### config.mk
export PLATFORM = sky130hd
export DESIGN_NAME = lsu_mem_access
export DESIGN_NICKNAME = d
export VERILOG_FILES = /design/src/rtl/lsu_pkg.sv /design/src/rtl/lsu_mem_access_lane_align.sv /design/src/rtl/lsu_mem_access.sv
export SDC_FILE = /design/constraint.sdc
export NUM_CORES = 1
export LEC_CHECK = 0
export ABC_AREA = 1
export ABC_CLOCK_PERIOD_IN_PS = 6500
export BUFFER_PORTS_ARGS = -buffer_cell sky130_fd_sc_hd__buf_2
export CAP_MARGIN = 20
export CORE_MARGIN = 2
export CORE_UTILIZATION = 52
export CTS_CLUSTER_DIAMETER = 40
export CTS_CLUSTER_SIZE = 25
export DETAILED_ROUTE_END_ITERATION = 12
export GPL_TIMING_DRIVEN = 0
export PLACE_DENSITY = 0.72
export SYNTH_ARGS = -nofsm -noshare
export SYNTH_HDL_FRONTEND = slang
export SYNTH_SLANG_ARGS = --single-unit
export TNS_END_PERCENT = 30
### constraint.sdc
create_clock -name clk -period 6.5 [get_ports clk]
set_input_delay 0.65 -clock clk [delete_from_list [all_inputs] [get_ports clk]]
set_output_delay 0.65 -clock clk [all_outputs]
set_load 0.05 [all_outputs]
### src/rtl/lsu_pkg.sv
// Shared types for the load/store unit: access sizes, FSM states, byte-enable bases.
// Latency: n/a (types and pure functions only).
// Backpressure: n/a.
package lsu_pkg;

    typedef enum logic [1:0] {
        SZ_BYTE,
        SZ_HALF,
        SZ_WORD
    } access_size_e;

    typedef enum logic [2:0] {
        IDLE,
        REQ0,
        WAIT0,
        REQ1,
        WAIT1,
        DONE
    } lsu_state_e;

    localparam logic [3:0] BE_BASE_BYTE = 4'b0001;
    localparam logic [3:0] BE_BASE_HALF = 4'b0011;
    localparam logic [3:0] BE_BASE_WORD = 4'b1111;

    function automatic logic [3:0] be_base(input access_size_e size);
        case (size)
            SZ_HALF: return BE_BASE_HALF;
            SZ_WORD: return BE_BASE_WORD;
            default: return BE_BASE_BYTE;
        endcase
    endfunction

    // A halfword at offset 1 stays inside its word, so only offset 3 crosses.
    function automatic logic crosses_word(input access_size_e size, input logic [1:0] off);
        case (size)
            SZ_HALF: return (off == 2'd3);
            SZ_WORD: return (off != 2'd0);
            default: return 1'b0;
        endcase
    endfunction

endpackage

### src/rtl/lsu_mem_access_lane_align.sv
// Byte-lane steering: store data/byte enables across two words, load extract and extend.
// Latency: combinational.
// Backpressure: none.
module lsu_lane_align
    import lsu_pkg::*;
(
    input  logic [1:0]   i_off,
    input  access_size_e i_size,
    input  logic         i_sign,
    input  logic [31:0]  i_wdata,
    input  logic [31:0]  i_word0,
    input  logic [31:0]  i_word1,
    output logic [63:0]  o_st_data,
    output logic [7:0]   o_be,
    output logic [31:0]  o_ld_data
);

    logic [5:0]  w_shamt;
    logic [63:0] w_ld_shift;

    assign w_shamt    = {1'b0, i_off, 3'b000};
    assign o_st_data  = {32'b0, i_wdata} << w_shamt;
    assign o_be       = {4'b0000, be_base(i_size)} << i_off;
    assign w_ld_shift = {i_word1, i_word0} >> w_shamt;

    always_comb begin
        o_ld_data = w_ld_shift[31:0];
        case (i_size)
            SZ_BYTE: o_ld_data = {{24{i_sign & w_ld_shift[7]}},  w_ld_shift[7:0]};
            SZ_HALF: o_ld_data = {{16{i_sign & w_ld_shift[15]}}, w_ld_shift[15:0]};
            default: o_ld_data = w_ld_shift[31:0];
        endcase
    end

endmodule

### src/rtl/lsu_mem_access.sv
// Load/store unit: drives a req/gnt/rvalid memory port, splits word-crossing accesses in two.
// Latency: 3 cycles IDLE..DONE for an aligned store with immediate gnt; loads add the rvalid delay.
// Backpressure: holds the request stable until mem_gnt and keeps stall high until DONE.
module lsu_mem_access
    import lsu_pkg::*;
#(
    parameter bit SPLIT_MISALIGNED = 1'b1,
    parameter int ADDR_W           = 32
) (
    input  logic              clk,
    input  logic              rst_n,
    input  logic              ldr_byte,
    input  logic              ldr_half,
    input  logic              ldr_word,
    input  logic              uldr_byte,
    input  logic              uldr_half,
    input  logic              str_byte,
    input  logic              str_half,
    input  logic              str_word,
    input  logic [ADDR_W-1:0] addr,
    input  logic [31:0]       wdata,
    output logic              stall,
    output logic [31:0]       rdata,
    output logic              done,
    output logic              misaligned_err,
    output logic              strobe_err,
    output logic              mem_req,
    output logic              mem_we,
    output logic [ADDR_W-1:0] mem_addr,
    output logic [3:0]        mem_be,
    output logic [31:0]       mem_wdata,
    input  logic              mem_gnt,
    input  logic              mem_rvalid,
    input  logic [31:0]       mem_rdata
);

    lsu_state_e   r_state;
    access_size_e r_size;
    logic         r_sign;
    logic         r_we;
    logic         r_split;
    logic [1:0]   r_off;
    logic [ADDR_W-1:0] r_addr0;
    logic [31:0]  r_st_hi;
    logic [3:0]   r_be_hi;
    logic [31:0]  r_word0;

    logic [7:0]   w_strb;
    logic         w_any;
    logic         w_multi;
    logic         w_we;
    logic         w_sign;
    logic         w_cross;
    access_size_e w_size;
    logic         w_in_idle;
    logic [1:0]   w_off_a;
    access_size_e w_size_a;
    logic         w_sign_a;
    logic [31:0]  w_word0_a;
    logic [63:0]  w_st_data;
    logic [7:0]   w_be;
    logic [31:0]  w_ld_data;
    logic [ADDR_W-1:0] w_addr_word;

    assign w_strb  = {ldr_byte, ldr_half, ldr_word, uldr_byte, uldr_half, str_byte, str_half, str_word};
    assign w_any   = |w_strb;
    assign w_multi = |(w_strb & (w_strb - 8'd1));
    assign w_we    = str_byte | str_half | str_word;
    assign w_sign  = ldr_byte | ldr_half;
    assign w_cross = crosses_word(w_size, addr[1:0]);
    assign w_addr_word = {addr[ADDR_W-1:2], 2'b00};

    always_comb begin
        w_size = SZ_BYTE;
        if (ldr_half | uldr_half | str_half) w_size = SZ_HALF;
        if (ldr_word | str_word)             w_size = SZ_WORD;
    end

    // The aligner sees live inputs while a new access is being launched, latched ones afterwards.
    assign w_in_idle = (r_state == IDLE);
    assign w_off_a   = w_in_idle ? addr[1:0] : r_off;
    assign w_size_a  = w_in_idle ? w_size    : r_size;
    assign w_sign_a  = w_in_idle ? w_sign    : r_sign;
    assign w_word0_a = (r_state == WAIT0) ? mem_rdata : r_word0;

    lsu_lane_align u_align (
        .i_off     (w_off_a),
        .i_size    (w_size_a),
        .i_sign    (w_sign_a),
        .i_wdata   (wdata),
        .i_word0   (w_word0_a),
        .i_word1   (mem_rdata),
        .o_st_data (w_st_data),
        .o_be      (w_be),
        .o_ld_data (w_ld_data)
    );

    assign stall = (r_state != IDLE && r_state != DONE) || (r_state == IDLE && w_any);

    always_ff @(posedge clk or negedge rst_n) begin
        if (!rst_n) begin
            r_state        <= IDLE;
            r_size         <= SZ_BYTE;
            r_sign         <= 1'b0;
            r_we           <= 1'b0;
            r_split        <= 1'b0;
            r_off          <= 2'd0;
            r_addr0        <= '0;
            r_st_hi        <= '0;
            r_be_hi        <= '0;
            r_word0        <= '0;
            rdata          <= '0;
            done           <= 1'b0;
            misaligned_err <= 1'b0;
            strobe_err     <= 1'b0;
            mem_req        <= 1'b0;
            mem_we         <= 1'b0;
            mem_addr       <= '0;
            mem_be         <= '0;
            mem_wdata      <= '0;
        end else begin
            case (r_state)
                IDLE: begin
                    if (w_any) begin
                        if (w_multi) begin
                            strobe_err <= 1'b1;
                            done       <= 1'b1;
                            r_state    <= DONE;
                        end else if (w_cross && !SPLIT_MISALIGNED) begin
                            misaligned_err <= 1'b1;
                            done           <= 1'b1;
                            r_state        <= DONE;
                        end else begin
                            r_off     <= addr[1:0];
                            r_size    <= w_size;
                            r_sign    <= w_sign;
                            r_we      <= w_we;
                            r_split   <= w_cross;
                            r_addr0   <= w_addr_word;
                            r_st_hi   <= w_st_data[63:32];
                            r_be_hi   <= w_be[7:4];
                            mem_req   <= 1'b1;
                            mem_we    <= w_we;
                            mem_addr  <= w_addr_word;
                            mem_be    <= w_be[3:0];
                            mem_wdata <= w_st_data[31:0];
                            r_state   <= REQ0;
                        end
                    end
                end
                REQ0, REQ1: begin
                    if (mem_gnt) begin
                        if (r_we && r_state == REQ0 && r_split) begin
                            mem_addr  <= r_addr0 + ADDR_W'(4);
                            mem_be    <= r_be_hi;
                            mem_wdata <= r_st_hi;
                            r_state   <= REQ1;
                        end else begin
                            mem_req <= 1'b0;
                            mem_we  <= 1'b0;
                            mem_be  <= '0;
                            if (!r_we) begin
                                r_state <= (r_state == REQ0) ? WAIT0 : WAIT1;
                            end else begin
                                done    <= 1'b1;
                                r_state <= DONE;
                            end
                        end
                    end
                end
                WAIT0: begin
                    if (mem_rvalid) begin
                        r_word0 <= mem_rdata;
                        if (r_split) begin
                            mem_req  <= 1'b1;
                            mem_addr <= r_addr0 + ADDR_W'(4);
                            mem_be   <= r_be_hi;
                            r_state  <= REQ1;
                        end else begin
                            rdata   <= w_ld_data;
                            done    <= 1'b1;
                            r_state <= DONE;
                        end
                    end
                end
                WAIT1: begin
                    if (mem_rvalid) begin
                        rdata   <= w_ld_data;
                        done    <= 1'b1;
                        r_state <= DONE;
                    end
                end
                DONE: begin
                    done           <= 1'b0;
                    strobe_err     <= 1'b0;
                    misaligned_err <= 1'b0;
                    r_state        <= IDLE;
                end
                default: r_state <= IDLE;
            endcase
        end
    end

endmodule

==> results.sh, run 1 <==
export IMPL_status="completed"
export IMPL_vias=12500
export IMPL_grt_pass1_vias=12100
export IMPL_required_ns=5.85
export IMPL_hold_viol=0
export IMPL_whs_ns=0.0980
export IMPL_io_buffers=210
export IMPL_ir_drop_mv=0.380
export IMPL_grt_setup_unrepaired="no"
export IMPL_yosys_register_bits=201
export IMPL_seq_area_frac_synth_pct=42.8
export IMPL_cts_root_buf="clkbuf_16"
export IMPL_core_area_sq_um=22400
export IMPL_finalSetupViolations=0
export IMPL_yosysUniqueCellTypes=38
export IMPL_cts_buffers=34
export IMPL_cp_startpoint="r_state[1]"
export IMPL_gp_congestion=1.00
export IMPL_antenna_found_initial=1
export IMPL_cts_hold_repair_buffers=0
export IMPL_crit_end="stall"
export IMPL_regToRegEndpoint="rdata[22]"
export IMPL_cts_tree="done"
export IMPL_insertion_delay_ns=0.52
export IMPL_syn_to_final_growth_pct=22.8
export IMPL_seqCellArea_sq_um=5030
export IMPL_fin_setup_tns_ns=0
export IMPL_fin_nets=2101
export IMPL_yosys_area_top_type="dfrtp_1"
export IMPL_dp_final_hpwl_um=31000
export IMPL_routed_via_density=5.42
export IMPL_final_period_utilization_pct=43.8
export IMPL_reg2reg_depth=14
export IMPL_grt_start_max_net_pins=120
export IMPL_startpoint_type="flip-flop"
export IMPL_clockBufferDepth=3
export IMPL_clock_skew_ns=0.0235
export IMPL_crit_type="flip-flop to primary output"
export IMPL_ios=214
export IMPL_netlist_area_leader_share_pct=42.8
export IMPL_fillers=2026
export IMPL_cp_arrival_ns=2.20
export IMPL_final_antenna_net_count=0
export IMPL_clock_sinks=201
export IMPL_endpoint_kind="primary output"
export IMPL_layout_common_cells="710 x nand2_1, 248 x buf_2, 201 x dfrtp_1"
export IMPL_grt_pass1_wl_um=65100
export IMPL_synthCells=1740
export IMPL_wire_per_inst_um=18.0
export IMPL_wl_um=41300
export IMPL_first_pass_iters=6
export IMPL_multiInputGateArea_sq_um=5720
export IMPL_regToRegSetupSlack_ns=3.85
export IMPL_timing_rr_start="r_state[2]"
export IMPL_dieArea_sq_um=23800
export IMPL_die_y_um=154
export IMPL_htreeDepth=2
export IMPL_power_density_nw_per_um2=591
export IMPL_track_usage_pct=35.0
export IMPL_dieWidth_um=154
export IMPL_rows=55
export IMPL_yosysWarningCount=0
export IMPL_avgSynthCellArea_sq_um=6.75
export IMPL_drt_initial_drc_count=1019
export IMPL_post_cts_setup_buffers=0
export IMPL_fmax_ghz=0.351
export IMPL_clk_pin_slew_worst_paths_ns=0.06
export IMPL_drive_gt1_share_pct=17.8
export IMPL_worstPathMaxFanout=10
export IMPL_drc=0
export IMPL_synthTopCellsByArea="dfrtp_1 43%, nand2_1 23%, o21ai_0 6.8%"
export IMPL_post_cts_resized=0
export IMPL_hold_class="primary input to asynchronous set/reset pin"
export IMPL_layout_commonest_cell="nand2_1"
export IMPL_tightestPinTransition_ns=0.669
export IMPL_max_cap_viol_count=0
export IMPL_synth_area_sq_um=11800
export IMPL_max_slew_margin_pct=55.4
export IMPL_drv_slew=0
export IMPL_start_util_pct=52.4
export IMPL_p_leak_uw=0.00755
export IMPL_period_minus_slack_ns=2.85
export IMPL_overflow=0
-- cell usage after synthesis, drive strengths merged --
cell / n
nor3: 2
inv: 145
ha: 4
clkinv: 1
nand3b: 12
mux2i: 4
a31oi: 8
o31ai: 1
or2: 11
nor2: 163
nand4: 6
o21ai: 214
conb: 1
nand3: 117
xnor2: 2
dfrtp: 201
a21oi: 21
o211ai: 2
nand2: 716
a21boi: 1
buf: 55
xor2: 3
o2bb2ai: 8
a22oi: 9
clkbuf: 33
-- final cells by class --
type | count | share of cell area, %
diodes | 2 | 0.0347
plain buffers | 88 | 3.22
clock buffers | 40 | 6.34
clock inverters | 22 | 2.14
inverters | 146 | 3.80
multi-input cells | 1307 | 39.6
flip-flops and latches | 201 | 34.8
well taps | 285 | 2.47
repair buffers | 211 | 7.54
-- cells by family (layout without fill, tap and decap cells) --
logic type / after synthesis / count (layout) / synth area share [%]
and+or+nand+nor: 1027 / 1027 / 35.4
AOI/OAI and AO/OA: 264 / 264 / 12.0
buffers and inverters: 234 / 507 / 8.62
DFF: 201 / 201 / 42.8
xor gates and xnor gates: 5 / 5 / 0.373
adders and majority gates: 4 / 4 / 0.426
muxes: 4 / 4 / 0.341
other: 1 / 5 / 0.0319
-- state kept, by name, indices dropped and copies added, names as in the netlist, 3 cells and up --
name	flops
mem_addr	30
r_state	3
r_word0	32
r_addr0	30
rdata	32
mem_wdata	32
r_st_hi	24
r_be_hi	3
mem_be	4
-- where the power goes --
group	leakage [uW]	switching, uW	internal [uW]	total (uW)
Combinational	0.00437	3380	1190	4570
Sequential	0.00259	303	1740	2040
Clock	0.000591	688	1230	1920
-- through the flow --
step / std cells / power [uW] / utilization [%] / worst slack [ns] / cell area, sq um
5_1_grt: 2301 / 9060 / 64.3 / 3.58 / 14400
3_3_place_gp: 2237 / 6500 / 58.7 / 1.35 / 13200
2_1_floorplan: 1742 / 5190 / - / 3.86 / 11800
6_report: 2302 / 8520 / 64.3 / 3.65 / 14400
3_5_place_dp: 2238 / 6550 / 58.9 / 3.81 / 13200
4_1_cts: 2300 / 8500 / 64.3 / 3.70 / 14400
-- layer usage --
layer | wire [um] | track usage, % | up-vias
met5 | 0 | 0 | -
met4 | 1940 | 15.1 | 0
met3 | 3060 | 5.91 | 115
met2 | 19000 | 57.5 | 535
met1 | 17300 | 45.9 | 5837
li1 | - | - | 5998
-- worst max-delay path, stage by stage (launching register included) --
cell	delay (ns)
dfrtp_1	0.46
nor2_4	0.25
nand2_4	0.11
buf_4	0.20
o21ai_0	0.32
buf_2	0.34
-- worst min-delay path by stage --
stage	startpoint	endpoint	slack, ns	depth (start not counted)
finish	rst_n	mem_addr[26]	0.1	1
global placement	mem_addr[21]	mem_addr[21]	0.46	2
global route	rst_n	mem_addr[23]	0.16	1
detailed placement	mem_addr[20]	mem_addr[20]	0.46	2
CTS	rst_n	mem_addr[23]	0.14	1
floorplan	rst_n	done	0.35	0
Power figures use the tool's default switching activity.
==> run 2: changes to the inputs <==
--- a/config.mk
+++ b/config.mk
@@ -6,7 +6,7 @@
 export NUM_CORES = 1
 export LEC_CHECK = 0
 export ABC_AREA = 1
-export ABC_CLOCK_PERIOD_IN_PS = 6500
+export ABC_CLOCK_PERIOD_IN_PS = 2900
 export BUFFER_PORTS_ARGS = -buffer_cell sky130_fd_sc_hd__buf_2
 export CAP_MARGIN = 20
 export CORE_MARGIN = 2
==> constraint.sdc (replaced) <==
create_clock -name clk -period 2.9 [get_ports clk]
set_input_delay 0.29 -clock clk [delete_from_list [all_inputs] [get_ports clk]]
set_output_delay 0.29 -clock clk [all_outputs]
set_load 0.05 [all_outputs]
==> run 2 against run 1 <==
  * Setup slack worse by 3.4 ns
  * Clock-buffer cell count unchanged
  * Total power up 120%
  * Final cell count up 0.48%
  * Wire length up 0.71%
  * First-iteration DRC count up 3.9%
  * Critical path type is now flip-flop to flip-flop
  * Largest cell class unchanged
  * Highest routed layer unchanged
==> results.sh, run 2 (same netlist as run 1, synthesis figures left out) <==
export IMPL_fillers=2011
export IMPL_multiInputGateArea_sq_um=5720
export IMPL_clock_sinks=201
export IMPL_ir_drop_mv=0.852
export IMPL_dieWidth_um=154
export IMPL_grt_pass1_vias=12200
export IMPL_finalSetupViolations=0
export IMPL_crit_type="flip-flop to flip-flop"
export IMPL_max_slew_margin_pct=55.5
export IMPL_final_antenna_net_count=0
export IMPL_htreeDepth=2
export IMPL_switching_share_pct=51.3
export IMPL_reg2reg_depth=14
export IMPL_p_seq_share_pct=23.9
export IMPL_first_pass_iters=6
export IMPL_slowest_delay_ns=0.48
export IMPL_hold_viol=0
export IMPL_ios=214
export IMPL_slowest_stage="o21ai_0"
export IMPL_tightestPinTransition_ns=0.667
export IMPL_critPathTopFamily="buffers and inverters"
export IMPL_grtUsageMet2_pct=58.0
export IMPL_clock_skew_ns=0.0243
export IMPL_cts_tree="done"
export IMPL_cpMostUsedCell="nor2_1"
export IMPL_vias=12500
export IMPL_pwr_share_comb_pct=53.6
export IMPL_cts_root_buf="clkbuf_16"
export IMPL_layout_commonest_cell="nand2_1"
export IMPL_fin_nets=2112
export IMPL_layout_common_cells="710 x nand2_1, 248 x buf_2, 201 x dfrtp_1"
export IMPL_power_density_nw_per_um2=1320
export IMPL_clk_pin_slew_worst_paths_ns=0.06
export IMPL_reg_top3="mem_wdata: 32 flops, r_word0: 32 flops, rdata: 32 flops"
export IMPL_wl_um=41600
export IMPL_track_usage_pct=35.2
export IMPL_rows=55
export IMPL_insertion_delay_ns=0.52
export IMPL_p_int_uw=9320
export IMPL_core_area_sq_um=22400
export IMPL_drc=0
export IMPL_crit_chain="inv_2, nand2_4, buf_4, inv_2, o21ai_0, inv_1, ha_1, inv_1, nor2_1, nand3_1, nand2_4, buf_6, nor2_1, nor2_1"
export IMPL_fin_setup_tns_ns=0
export IMPL_busiest_layer="met2"
export IMPL_dp_final_hpwl_um=31000
export IMPL_met3_usage_pct=5.94
export IMPL_whs_path_depth=3
export IMPL_period_minus_slack_ns=2.62
export IMPL_cts_buffers=34
export IMPL_fmax_ghz=0.381
export IMPL_max_cap_viol_count=0
export IMPL_syn_to_final_growth_pct=23.8
export IMPL_overflow=0
export IMPL_startpoint_type="flip-flop"
export IMPL_post_cts_resized=0
export IMPL_die_y_um=154
export IMPL_grt_pass1_wl_um=65500
export IMPL_drv_slew=0
export IMPL_grt_start_max_net_pins=120
export IMPL_gp_congestion=1.00
export IMPL_whs_ns=0.00850
export IMPL_endpoint_kind="flip-flop"
export IMPL_hold_class="primary input to flip-flop"
export IMPL_cp_arrival_ns=3.03
export IMPL_io_buffers=210
export IMPL_seqCellArea_sq_um=5030
export IMPL_required_ns=3.31
export IMPL_p_clk_share_pct=22.5
export IMPL_use_met1_pct=46.1
export IMPL_status="completed"
export IMPL_start_util_pct=52.4
export IMPL_critPathBufInv=6
export IMPL_path_depth=14
export IMPL_drive_gt1_share_pct=17.7
export IMPL_routed_via_density=5.41
export IMPL_p_leak_uw=0.00759
export IMPL_final_period_utilization_pct=90.5
export IMPL_power_switching_uw=9810
export IMPL_grt_setup_unrepaired="no"
export IMPL_worstPathMaxFanout=10
export IMPL_dieArea_sq_um=23800
export IMPL_drt_initial_drc_count=1059
export IMPL_wire_per_inst_um=18.0
export IMPL_clockBufferDepth=3
export IMPL_antenna_found_initial=1
-- run 2: worst reg2reg max path: cells and delay by family, from the launching register on --
family	cells	cell delay (ns)
DFF	1	0.45
adders and majority gates	1	0.22
AOI/OAI and AO/OA	1	0.48
and+or+nand+nor	6	0.61
buffers and inverters	6	0.76
-- run 2: routing by layer --
layer,up-vias,wire length (um)
li1,6015,-
met4,0,1880
met2,547,19200
met5,-,0
met3,107,3150
met1,5852,17400
-- run 2: worst paths after layout --
check | slack [ns] | from | endpoint
setup / recovery | 0.28 | r_state[2] | rdata[22]
hold / removal | 0.008 | addr[15] | r_addr0[15]
setup reg to reg | 0.28 | r_state[2] | rdata[22]
hold reg to reg | 0.48 | mem_addr[22] | mem_addr[22]
max in group asynchronous | 1.53 | rst_n | r_word0[25]
min in group asynchronous | 0.33 | rst_n | mem_addr[23]
-- run 2: what timing repair did --
| item | CTS | global route |
|---|---|---|
| endpoints found under the hold margin | 92 | 0 |
| hold buffers | 11 | 0 |
| buffers inserted | 0 | 0 |
-- run 2: layout make-up --
| cell class | instances | share of cell area (%) |
|---|---|---|
| tap | 285 | 2.45 |
| timing repair buffer | 222 | 8.24 |
| inverter | 146 | 3.77 |
| clock buffer | 40 | 6.29 |
| multi-input combinational | 1307 | 39.3 |
| antenna | 2 | 0.0344 |
| clock inverter | 22 | 2.12 |
| buffer | 88 | 3.20 |
| sequential | 201 | 34.6 |
-- run 2: through the flow --
step	total power [uW]	area (sq um)	util, %	cells	setup slack [ns]
floorplan	11600	11800	-	1742	0.616
global placement	14600	13200	58.7	2237	-1.89
detailed placement	14700	13200	58.9	2238	0.317
CTS	19100	14500	64.8	2311	0.307
global route	20300	14500	64.8	2312	0.0793
finish	19100	14500	64.8	2313	0.277
-- run 2: power groups by stage --
stage | clock network [uW] | registers [uW] | logic, uW
detailed placement | 0 | 4570 | 10100
global placement | 0 | 4560 | 10000
finish | 4300 | 4580 | 10300
global route | 4460 | 4690 | 11200
CTS | 4330 | 4550 | 10200
floorplan | 0 | 6720 | 4920
==> run 3: changes to the inputs <==
--- a/config.mk
+++ b/config.mk
@@ -5,7 +5,6 @@
 export SDC_FILE = /design/constraint.sdc
 export NUM_CORES = 1
 export LEC_CHECK = 0
-export ABC_AREA = 1
 export ABC_CLOCK_PERIOD_IN_PS = 2900
 export BUFFER_PORTS_ARGS = -buffer_cell sky130_fd_sc_hd__buf_2
 export CAP_MARGIN = 20
@@ -15,7 +14,7 @@
 export CTS_CLUSTER_SIZE = 25
 export DETAILED_ROUTE_END_ITERATION = 12
 export GPL_TIMING_DRIVEN = 0
-export PLACE_DENSITY = 0.72
+export PLACE_DENSITY = 0.73
 export SYNTH_ARGS = -nofsm -noshare
 export SYNTH_HDL_FRONTEND = slang
 export SYNTH_SLANG_ARGS = --single-unit
==> run 3 against run 2 <==
  * Combinational power barely moved
  * Wire length fell by 15%
  * Via count fell by 19%
  * Critical path depth fell by 5
  * Highest routed layer unchanged
  * Clock-buffer cell count rose by 2
  * Die area fell by 3.4%
  * Register-to-register slack got worse by 0.24 ns
  * Final cell count fell by 27%
  * Sequential share of layout area rose by 1.1 points
  * Largest cell class unchanged
  * Area after synthesis fell by 3.5%
==> results.sh, run 3 <==
export IMPL_status="completed"
export IMPL_synthCells=1119
export IMPL_gp_congestion=0.942
export IMPL_clockBufferDepth=3
export IMPL_drt_initial_drc_count=1029
export IMPL_ir_drop_mv=0.677
export IMPL_fin_util_pct=65.2
export IMPL_synth_ff_type="dfrtp_1"
export IMPL_wire_per_inst_um=21.1
export IMPL_drive_gt1_share_pct=36.2
export IMPL_instances_no_fill=1682
export IMPL_hold_class="primary input to flip-flop"
export IMPL_cts_tree="done"
export IMPL_whs_path_depth=2
export IMPL_track_usage_pct=30.6
export IMPL_netlist_area_leader_share_pct=44.3
export IMPL_drc=0
export IMPL_regToRegSetupSlack_ns=0.03
export IMPL_ys_async_sr_fraction_pct=100
export IMPL_dieWidth_um=152
export IMPL_io_buffers=210
export IMPL_endpoint_kind="flip-flop"
export IMPL_timing_rr_start="r_state[1]"
export IMPL_overflow=0
export IMPL_final_period_utilization_pct=98.9
export IMPL_clock_sinks=201
export IMPL_worstPathMaxFanout=10
export IMPL_grt_pass1_vias=9724
export IMPL_dp_cells=1612
export IMPL_first_pass_iters=5
export IMPL_start_util_pct=52.5
export IMPL_wl_um=35500
export IMPL_avgSynthCellArea_sq_um=10.1
export IMPL_cts_buffers=35
export IMPL_tightestPinTransition_ns=0.857
export IMPL_antenna_found_initial=3
export IMPL_hold_viol=0
export IMPL_cp_arrival_ns=3.31
export IMPL_crit_type="flip-flop to flip-flop"
export IMPL_synthTopCellsByArea="dfrtp_1 44%, mux2_2 14%, nand2_1 5.6%"
export IMPL_max_cap_viol_count=0
export IMPL_fin_nets=1488
export IMPL_synth_area_sq_um=11300
export IMPL_yosysMostFrequentCell="dfrtp_1"
export IMPL_syn_to_final_growth_pct=24.3
export IMPL_required_ns=3.35
export IMPL_p_leak_uw=0.00648
export IMPL_max_slew_margin_pct=42.7
export IMPL_grt_pass1_wl_um=53800
export IMPL_rows=54
export IMPL_fillers=1787
export IMPL_dieArea_sq_um=23000
export IMPL_yosysUniqueCellTypes=68
export IMPL_period_minus_slack_ns=2.87
export IMPL_finalSetupViolations=0
export IMPL_vias=10100
export IMPL_crit_end="rdata[13]"
export IMPL_power_density_nw_per_um2=1350
export IMPL_core_area_sq_um=21600
export IMPL_layout_common_cells="229 x buf_2, 201 x dfrtp_1, 168 x nand2_1"
export IMPL_final_antenna_net_count=0
export IMPL_synthTopCellsByCount="201 x dfrtp_1, 168 x nand2_1, 145 x mux2_2"
export IMPL_clock_skew_ns=0.0326
export IMPL_reg2reg_depth=9
export IMPL_drv_slew=0
export IMPL_ios=214
export IMPL_dp_final_hpwl_um=24900
export IMPL_yosys_register_bits=201
export IMPL_seq_area_frac_synth_pct=44.3
export IMPL_insertion_delay_ns=0.51
export IMPL_yosysWarningCount=0
export IMPL_cts_root_buf="clkbuf_16"
export IMPL_grt_start_max_net_pins=107
export IMPL_reg_top3="mem_wdata: 32 flops, r_word0: 32 flops, rdata: 32 flops"
export IMPL_routed_via_density=6.03
export IMPL_synth_edf_count=0
export IMPL_layout_commonest_cell="buf_2"
export IMPL_die_y_um=152
export IMPL_htreeDepth=2
export IMPL_yosys_area_top_type="dfrtp_1"
export IMPL_fmax_ghz=0.349
export IMPL_cp_startpoint="r_state[1]"
export IMPL_startpoint_type="flip-flop"
export IMPL_grt_setup_unrepaired="yes"
export IMPL_clk_pin_slew_worst_paths_ns=0.05
export IMPL_regToRegEndpoint="rdata[13]"
run 3: power breakdown:
part           switching, uW  leakage (uW)  internal [uW]
Combinational           6690       0.00343           3430
Clock                   1450      0.000540           2620
Sequential               851       0.00252           4030
run 3: metrics by stage:
stage / total power [uW] / hold WS (ns) / cell area (sq um) / setup WS (ns) / TNS (ns)
after floorplan: 11900 / -0.00559 / 11400 / 0.0729 / 0
after CTS: 18900 / 0.0267 / 14000 / -0.0291 / -0.0394
after global routing: 20000 / 0.0349 / 14100 / -0.0121 / -0.0363
final: 19100 / 0.0412 / 14100 / 0.0327 / 0
after detailed placement: 14700 / 0.381 / 12800 / -0.898 / -23.58
after global placement: 14500 / 0.473 / 12800 / -1.97 / -412.55
run 3: cells by family after synthesis:
family                   count (synthesis)  share of synthesized area (%)
AO/OA/AOI/OAI                          212                           12.4
multiplexers                           213                           21.8
adder cells (fa/ha/maj)                  6                          0.618
other                                    1                         0.0331
AND/OR/NAND/NOR                        355                           14.1
flip-flops                             201                           44.3
buffers and inverters                  102                           4.49
XOR/XNOR                                29                           2.24
run 3: per-layer routing:
layer  share of wire (%)  track usage (%)
met3                 8.9             6.14
met4                 2.9             11.7
met5                   0                0
met2                  47             48.6
met1                  41             41.4
run 3: how the worst min path moves through the flow:
stage             startpoint            to  slack (ns)
6_report       mem_rdata[24]   r_word0[24]        0.04
5_1_grt             addr[26]   r_addr0[26]        0.03
4_1_cts             addr[26]   r_addr0[26]        0.03
3_5_place_dp           rst_n  mem_addr[18]        0.38
3_3_place_gp         mem_req       mem_req        0.47
2_1_floorplan          rst_n          done      -0.006
run 3: layout make-up:
type | instances | area [sq um] | area share (%)
Timing Repair Buffer | 219 | 1150 | 8.17
Sequential cell | 201 | 5030 | 35.7
Inverter | 19 | 71.3 | 0.506
Buffer | 82 | 474 | 3.36
Multi-Input combinational cell | 818 | 5860 | 41.5
Tap cell | 280 | 350 | 2.49
Antenna cell | 3 | 7.51 | 0.0533
Clock buffer | 42 | 955 | 6.77
Clock inverter | 18 | 200 | 1.42
run 3: critical path: stages, from the launching register on:
cell and delay [ns]:
dfrtp_1 0.39, buf_6 0.15, or3_1 0.38, buf_6 0.16, mux2i_1 0.44, buf_2 0.38
buf_2 0.38, nand2_1 0.09, a21oi_1 0.28, o22a_1 0.17
run 3: what timing repair did:
item	4_1_cts	5_1_grt
buffers inserted	3	4
endpoints found under the hold margin	95	0
endpoints found under the setup margin	63	83
hold buffers	1	0
gates resized for setup	17	20
pin swaps	4	3
